## src/rtl/mat_mem_arbiter.sv

```systemverilog
// mat_mem_arbiter: rotating-priority arbiter sharing one data memory port among NUM_REQ requesters, with burst lock.
module mat_mem_arbiter #(
  parameter int NUM_REQ    = 2,
  parameter int ADDR_WIDTH = 10,
  parameter int DATA_WIDTH = 32
) (
  input  logic                           clock,
  input  logic                           reset,
  input  logic [NUM_REQ-1:0]             req_valid,
  output logic [NUM_REQ-1:0]             req_ready,
  input  logic [NUM_REQ-1:0]             req_we,
  input  logic [NUM_REQ-1:0]             req_lock,
  input  logic [NUM_REQ*ADDR_WIDTH-1:0]  req_addr,
  input  logic [NUM_REQ*DATA_WIDTH-1:0]  req_wdata,
  output logic [NUM_REQ-1:0]             rsp_valid,
  output logic [DATA_WIDTH-1:0]          rsp_rdata,
  output logic                           mem_en,
  output logic                           mem_we,
  output logic [ADDR_WIDTH-1:0]          mem_addr,
  output logic [DATA_WIDTH-1:0]          mem_wdata,
  input  logic [DATA_WIDTH-1:0]          mem_rdata,
  output logic                           busy
);
  localparam int PW = $clog2(NUM_REQ);
  logic [PW-1:0] ptr, gnt, idx;
  logic found, acc;
  logic [NUM_REQ-1:0] rsp_q;
  // first valid requester at or after ptr, wrapping
  always_comb begin
    found = 1'b0;
    gnt = '0;
    idx = '0;
    for (int k = 0; k < NUM_REQ; k++) begin
      idx = PW'((int'(ptr) + k) % NUM_REQ);
      if (!found && req_valid[idx]) begin
        found = 1'b1;
        gnt = idx;
      end
    end
  end
  assign acc       = found & ~reset;
  assign req_ready = acc ? (NUM_REQ'(1) << gnt) : '0;
  assign mem_en    = acc;
  assign mem_we    = acc & req_we[gnt];
  assign mem_addr  = acc ? req_addr[gnt*ADDR_WIDTH +: ADDR_WIDTH] : '0;
  assign mem_wdata = acc ? req_wdata[gnt*DATA_WIDTH +: DATA_WIDTH] : '0;
  // a response landing in a reset cycle is dropped
  assign rsp_valid = reset ? '0 : rsp_q;
  assign rsp_rdata = |rsp_valid ? mem_rdata : '0;
  assign busy      = ~reset & (|req_valid | |rsp_q);
  always_ff @(posedge clock) begin
    if (reset) begin
      ptr   <= '0;
      rsp_q <= '0;
    end else begin
      rsp_q <= (acc & ~req_we[gnt]) ? req_ready : '0;
      if (acc) ptr <= req_lock[gnt] ? gnt : (gnt == PW'(NUM_REQ - 1) ? '0 : gnt + 1'b1);
    end
  end
endmodule

```

## config.mk

```make
export PLATFORM = sky130hd
export DESIGN_NAME = mat_mem_arbiter
export DESIGN_NICKNAME = d
export VERILOG_FILES = /design/src/rtl/mat_mem_arbiter.sv
export SDC_FILE = /design/constraint.sdc
export NUM_CORES = 1
export LEC_CHECK = 0
export CAP_MARGIN = 10
export CORE_AREA = 2 2 80 82
export CTS_BUF_LIST = sky130_fd_sc_hd__clkbuf_4 sky130_fd_sc_hd__clkbuf_8 sky130_fd_sc_hd__clkbuf_16
export DETAILED_ROUTE_END_ITERATION = 6
export DIE_AREA = 0 0 82 84
export GPL_ROUTABILITY_DRIVEN = 0
export GPL_TIMING_DRIVEN = 0
export PLACE_DENSITY_LB_ADDON = 0.2
export RECOVER_POWER = 50
export SLEW_MARGIN = 20
export SYNTH_ARGS = -nofsm -noshare
export SYNTH_HDL_FRONTEND = slang
export SYNTH_SLANG_ARGS = --single-unit
```

## constraint.sdc

```tcl
create_clock -name clock -period 3.9 [get_ports clock]
set_clock_uncertainty 0.05 [all_clocks]
set_input_delay 0.78 -clock clock [delete_from_list [all_inputs] [get_ports clock]]
set_output_delay 0.78 -clock clock [all_outputs]
set_load 0.02 [all_outputs]
```

==> results.toml, run 1 <==
[outcome]
status = "complete, no violations"

[logic_synthesis]
ys_seq_elements = 3
muxShareOfSynthArea_pct = 0
synthCells = 162
syn-num-nets = 286
synth_xor_area_share_pct = 0
synth_top_family_by_area = "simple AND/OR/NAND/NOR gates"
syn-cell-area_um2 = 1090
synthAdderAreaFrac_pct = 0
syn_avg_cell_area_um2 = 6.71
synth_cell_types = 20
synth-seq-area-share_pct = 5.52
synth-compound-area-share_pct = 38.8
synth-simple-area-share_pct = 40.3
yosys_warnings = 0

[sta]
setup_viol = 0
layout_setup_ws_ns = 0.331
min_period_ns = 3.57
slew_headroom_pct = 63.5
fmax_ghz = 0.280
report.final.slew_viol_count = 0
period_share_pct = 91.5
rsz0062_at_grt = "no"
tightest_slew_ns = 0.547
finalSetupTns_ns = 0
finalHoldViolCount = 0

[setup_path]
path_delay_family = "buffers and inverters"
crit_path_end = "mem_wdata[9]"
crit_fanout = 10
cpMaxStageDelayCell = "clkdlybuf4s50_1"
crit_arrival_ns = 2.74
rrSetupSlack_ns = 2.73
startpoint_type = "input pin"
r2r_start = "ptr$_SDFFE_PP0N_"
cp_num_buf_inv = 4
crit_chain = "clkdlybuf4s50_1 > buf_2 > buf_2 > a32oi_1 > nor2_1 > clkdlybuf4s50_1"
cp_data_required_time_ns = 3.07
worst_r2r_endpoint = "ptr$_SDFFE_PP0N_"
crit_type = "in -> out"
critPathMaxStageDelay_ns = 0.62
critPathLaunch = "req_valid[1]"
end_kind = "primary output"
cp.depth = 6
reg2reg_depth = 5

[global_routing]
grt_pass1_vias = 1905
grtUsageTotal_pct = 16.6
grt_pass1_wl_mm = 9.25
grt_overflow = 0
grt_max_degree = 11
antenna_found_initial = 0

[job]
max_cap_viol_count = 0

[pwr]
peakVddDrop_mv = 0.103
leakagePower_nw = 1.29
pwr_density_cell_nw_per_um2 = 152

[cts]
ctsHoldBuffers = 0
root_buffer = "clkbuf_8"
cts_tree = "yes"
clkTransAtPathRegs_ns = 0.03
numCtsBuffers = 3
clockBufferDepth = 2
cts_resized = 0
postCtsSetupBuffers = 0
htreeDepth = 1
clock_sinks = 3
clkLatencyLatePin_ns = 0.21

[die]
num_rows = 29
chipHeight_um = 84
core_um2 = 6100
dieArea_um2 = 6890
io_pins = 205
start_util_pct = 17.8
dieWidth_um = 82

[placement]
dpl_worst_slack_ns = 0.333
numPortBuffers = 203
post-dp-hpwl_mm = 5.23
place_inst = 442

[routing]
post-route-drc-count = 0
vias = 2053
ant_nets = 0
post_drt_wl_per_cell_um = 14.3
vias_per_cell = 4.60
dr.first_iter.drc_count = 51
drt_pre_antenna_iters = 4
wirelength_mm = 6.39

[cells_and_area]
diodes = 0
layout-drive-gt1-share_pct = 5.96
final_nets = 494
fin_cells = 446
area_growth_pct = 200

[worst_hold_path]
hp-class = "reg -> reg"
## Yosys cell counts, drive strengths merged
master / instances / area, µm²
a21boi: 1 / 18.8
a21oi: 2 / 13.8
a22oi: 1 / 7.51
a32oi: 43 / 377
and2: 32 / 200
and2b: 2 / 15.0
buf: 15 / 134
clkbuf: 8 / 33.8
dfxtp: 3 / 60.1
nand2: 1 / 3.75
nand2b: 1 / 6.26
nand3: 1 / 10.0
nor2: 48 / 180
nor2b: 2 / 12.5
nor3: 1 / 10.0
o21ai: 1 / 5.00
## worst min-delay path, cell delays in order, from the launching register on
cell and delay (ns):
dfxtp_1 0.34, o21ai_0 0.24, a21oi_2 0.06
## cell usage in the layout, fill, tap and decap left out
cell type,n
and2_1,32
a21oi_1,1
clkbuf_4,1
a21oi_2,1
and2b_1,2
dfxtp_1,3
dlygate4sd3_1,35
nand2b_1,1
clkdlybuf4s50_1,168
clkbuf_1,9
nor2b_1,2
buf_2,4
nor2_1,48
nor3_2,1
clkbuf_8,3
buf_4,1
o21ai_0,1
nand3_2,1
nand2_1,1
a32oi_1,43
a22oi_1,1
buf_6,9
a21boi_4,1
## where the power goes
part           switching [W]  internal, W
clock              0.0000179    0.0000764
sequential        0.00000156    0.0000327
combinational       0.000151     0.000216
## stage by stage
| stage | hold slack (ns) | utilization (%) | total power [W] | instance area (µm²) |
|---|---|---|---|---|
| after global placement | 0.619 | 52.8 | 0.000405 | 3220 |
| after global routing | 0.673 | 53.5 | 0.000526 | 3260 |
| after floorplan | 0.574 | - | 0.000187 | 1090 |
| final | 0.639 | 53.5 | 0.000496 | 3260 |
| after detailed placement | 0.626 | 52.8 | 0.000409 | 3220 |
| after CTS | 0.631 | 53.6 | 0.000507 | 3260 |
## layout make-up
type | count | area, µm²
fillers | 593 | 2840
repair buffers | 203 | 2030
multi-input cells | 136 | 860
plain buffers | 23 | 163
well taps | 77 | 96.3
flip-flops and latches | 3 | 60.1
clock buffers | 4 | 48.8
## how the worst min path moves through the flow
stage | slack (ns) | cells after the start | to | from
2_1_floorplan | 0.57 | 2 | ptr$_SDFFE_PP0N_ | ptr$_SDFFE_PP0N_
3_3_place_gp | 0.62 | 2 | ptr$_SDFFE_PP0N_ | ptr$_SDFFE_PP0N_
3_5_place_dp | 0.63 | 2 | ptr$_SDFFE_PP0N_ | ptr$_SDFFE_PP0N_
4_1_cts | 0.63 | 2 | ptr$_SDFFE_PP0N_ | ptr$_SDFFE_PP0N_
5_1_grt | 0.67 | 2 | ptr$_SDFFE_PP0N_ | ptr$_SDFFE_PP0N_
6_report | 0.64 | 2 | ptr$_SDFFE_PP0N_ | ptr$_SDFFE_PP0N_
## layer usage
| layer | global-route usage [%] | routed length, µm | share of wire [%] |
|---|---|---|---|
| met1 | 19.3 | 2470 | 39 |
| met2 | 29.9 | 3150 | 49 |
| met3 | 3.46 | 680 | 11 |
| met4 | 4.55 | 89 | 1.4 |
| met5 | 0 | 0 | 0 |
## cells by family (layout without fill, tap and decap cells)
family,Yosys count,after routing
buf+inv,23,230
flops,3,3
compound gates,48,48
simple gates,88,88
## state kept, by name, indices dropped and copies added (netlist names)
signal	cells
rsp_q	2
ptr	1
Note: power is estimated with default switching activity, not from simulation.
==> run 2, diff against run 1 <==
Settings changed: ABC_AREA set to 1.
==> results.toml, run 2 <==
[die]
num_rows = 29
core_um2 = 6100
dieArea_um2 = 6890
chipHeight_um = 84
start_util_pct = 16.8
io_pins = 205
dieWidth_um = 82

[sta]
finalHoldViolCount = 0
whs_ns = 0.520
report.final.slew_viol_count = 0
rsz0062_at_grt = "no"
tightest_slew_ns = 0.310
min_period_ns = 3.58
fmax_ghz = 0.279
slew_headroom_pct = 79.1
setup_viol = 0
finalSetupTns_ns = 0
period_share_pct = 91.7

[cells_and_area]
final_nets = 566
layout_commonest_cell = "clkdlybuf4s50_1"
largest_register_ffs = 2
diodes = 0
reg.largest.list = "rsp_q (2), ptr (1)"
area_growth_pct = 213
final_cell_mix = "clkdlybuf4s50_1, nand2_1, dlygate4sd3_1"
fillers = 617
top_register = "rsp_q"
fin_cells = 518
layout-drive-gt1-share_pct = 4.76

[logic_synthesis]
ys.flop_type = "dfxtp_1"
yosysMostFrequentCell = "nand2_1"
synth_cell_types = 15
synth-seq-area-share_pct = 5.86
synth-edff-count = 0
ys_seq_elements = 3
synthCells = 233
synth_area_leaders = "nand2_1, nor2_1, inv_1"
yosys_warnings = 0
async_reset_ff_share_pct = 0
synth_top_area_share_pct = 48.7
synth_top_area_cell = "nand2_1"
syn-num-nets = 357
synth_common_cells = "nand2_1, nor2_1, inv_1"
syn_avg_cell_area_um2 = 4.40
syn-cell-area_um2 = 1020

[cts]
clkTransAtPathRegs_ns = 0.03
clock_sinks = 3
root_buffer = "clkbuf_8"
postCtsSetupBuffers = 0
clockBufferDepth = 2
htreeDepth = 1
cts_tree = "yes"
ctsHoldBuffers = 0
cts_resized = 0
clkLatencyLatePin_ns = 0.21
numCtsBuffers = 3

[placement]
numPortBuffers = 204
post-dp-hpwl_mm = 4.88
place_inst = 514

[setup_path]
startpoint_type = "input pin"
rrSetupSlack_ns = 2.85
crit_type = "in -> out"
crit_arrival_ns = 2.75
crit_fanout = 10
reg2reg_depth = 7
worst_r2r_endpoint = "ptr$_SDFFE_PP0N_"
r2r_start = "ptr$_SDFFE_PP0N_"
cp_data_required_time_ns = 3.07
end_kind = "primary output"

[routing]
ant_nets = 0
drt_pre_antenna_iters = 3
wirelength_mm = 5.56
post_drt_wl_per_cell_um = 10.7
dr.first_iter.drc_count = 20
post-route-drc-count = 0
vias_per_cell = 3.80
vias = 1969

[pwr]
leakagePower_nw = 1.67
pwr_density_cell_nw_per_um2 = 154
peakVddDrop_mv = 0.0781

[global_routing]
antenna_found_initial = 0
grt_pass1_vias = 1836
grt_max_degree = 11
grt_pass1_wl_mm = 8.45
grtUsageTotal_pct = 15.4
grt_overflow = 0

[worst_hold_path]
min_to = "ptr$_SDFFE_PP0N_"
hold_depth = 4
hp-class = "reg -> reg"
holdCritStartpoint = "ptr$_SDFFE_PP0N_"

[job]
max_cap_viol_count = 0

[outcome]
status = "complete, no violations"
run 2: metal layers:
| metal | track usage (%) | part of all wire (%) | wire length [µm] |
|---|---|---|---|
| met5 | 0 | 0 | 0 |
| met4 | 4.09 | 0.97 | 54 |
| met3 | 4.76 | 12 | 658 |
| met2 | 30.0 | 51 | 2850 |
| met1 | 15.0 | 36 | 2000 |
run 2: cell type report:
| cell class | count | area, µm² | area share [%] |
|---|---|---|---|
| multi-input combinational | 181 | 707 | 22.0 |
| clock buffer | 4 | 48.8 | 1.52 |
| buffer | 11 | 113 | 3.51 |
| timing repair buffer | 204 | 2040 | 63.6 |
| sequential | 3 | 60.1 | 1.87 |
| inverter | 38 | 145 | 4.52 |
| tap | 77 | 96.3 | 3.00 |
run 2: per-stage QoR:
| stage | area [µm²] | util [%] | setup slack [ns] | total power (W) |
|---|---|---|---|---|
| finish | 3210 | 52.7 | 0.322 | 0.000495 |
| global route | 3210 | 52.7 | 0.152 | 0.000533 |
| CTS | 3210 | 52.7 | 0.365 | 0.000509 |
| detailed placement | 3160 | 51.9 | 0.370 | 0.000408 |
| global placement | 3160 | 51.9 | 0.389 | 0.000405 |
| floorplan | 1020 | - | 1.32 | 0.000174 |
run 2: worst max-delay path by stage:
stage / start / endpoint / slack [ns]
3_3_place_gp: reset / mem_addr[5] / 0.39
3_5_place_dp: reset / mem_addr[5] / 0.37
5_1_grt: reset / mem_addr[6] / 0.15
2_1_floorplan: reset / rsp_rdata[22] / 1.32
4_1_cts: reset / mem_addr[5] / 0.36
6_report: reset / mem_addr[5] / 0.32
run 2: kinds of logic after synthesis:
logic type             synth area share (%)
AND/OR/NAND/NOR                        68.0
flip-flops                             5.86
buffers and inverters                  25.2
AO/OA/AOI/OAI                         0.976
run 2: power by group:
part / total (W) / switching, W / internal [W] / leakage (nW)
Combinational: 0.000364 / 0.000153 / 0.000212 / 1.62
Sequential: 0.0000334 / 0.000000626 / 0.0000328 / 0.0246
Clock: 0.0000969 / 0.0000203 / 0.0000766 / 0.0262
Total: 0.000495 / 0.000174 / 0.000321 / 1.67
run 2: worst max-delay path, cell delays in order:
cell and delay [ns]:
dlygate4sd3_1 0.65, inv_1 0.12, nand3_1 0.12, inv_2 0.17
buf_6 0.16, nand2_1 0.05, nand2_1 0.06, clkdlybuf4s50_1 0.62
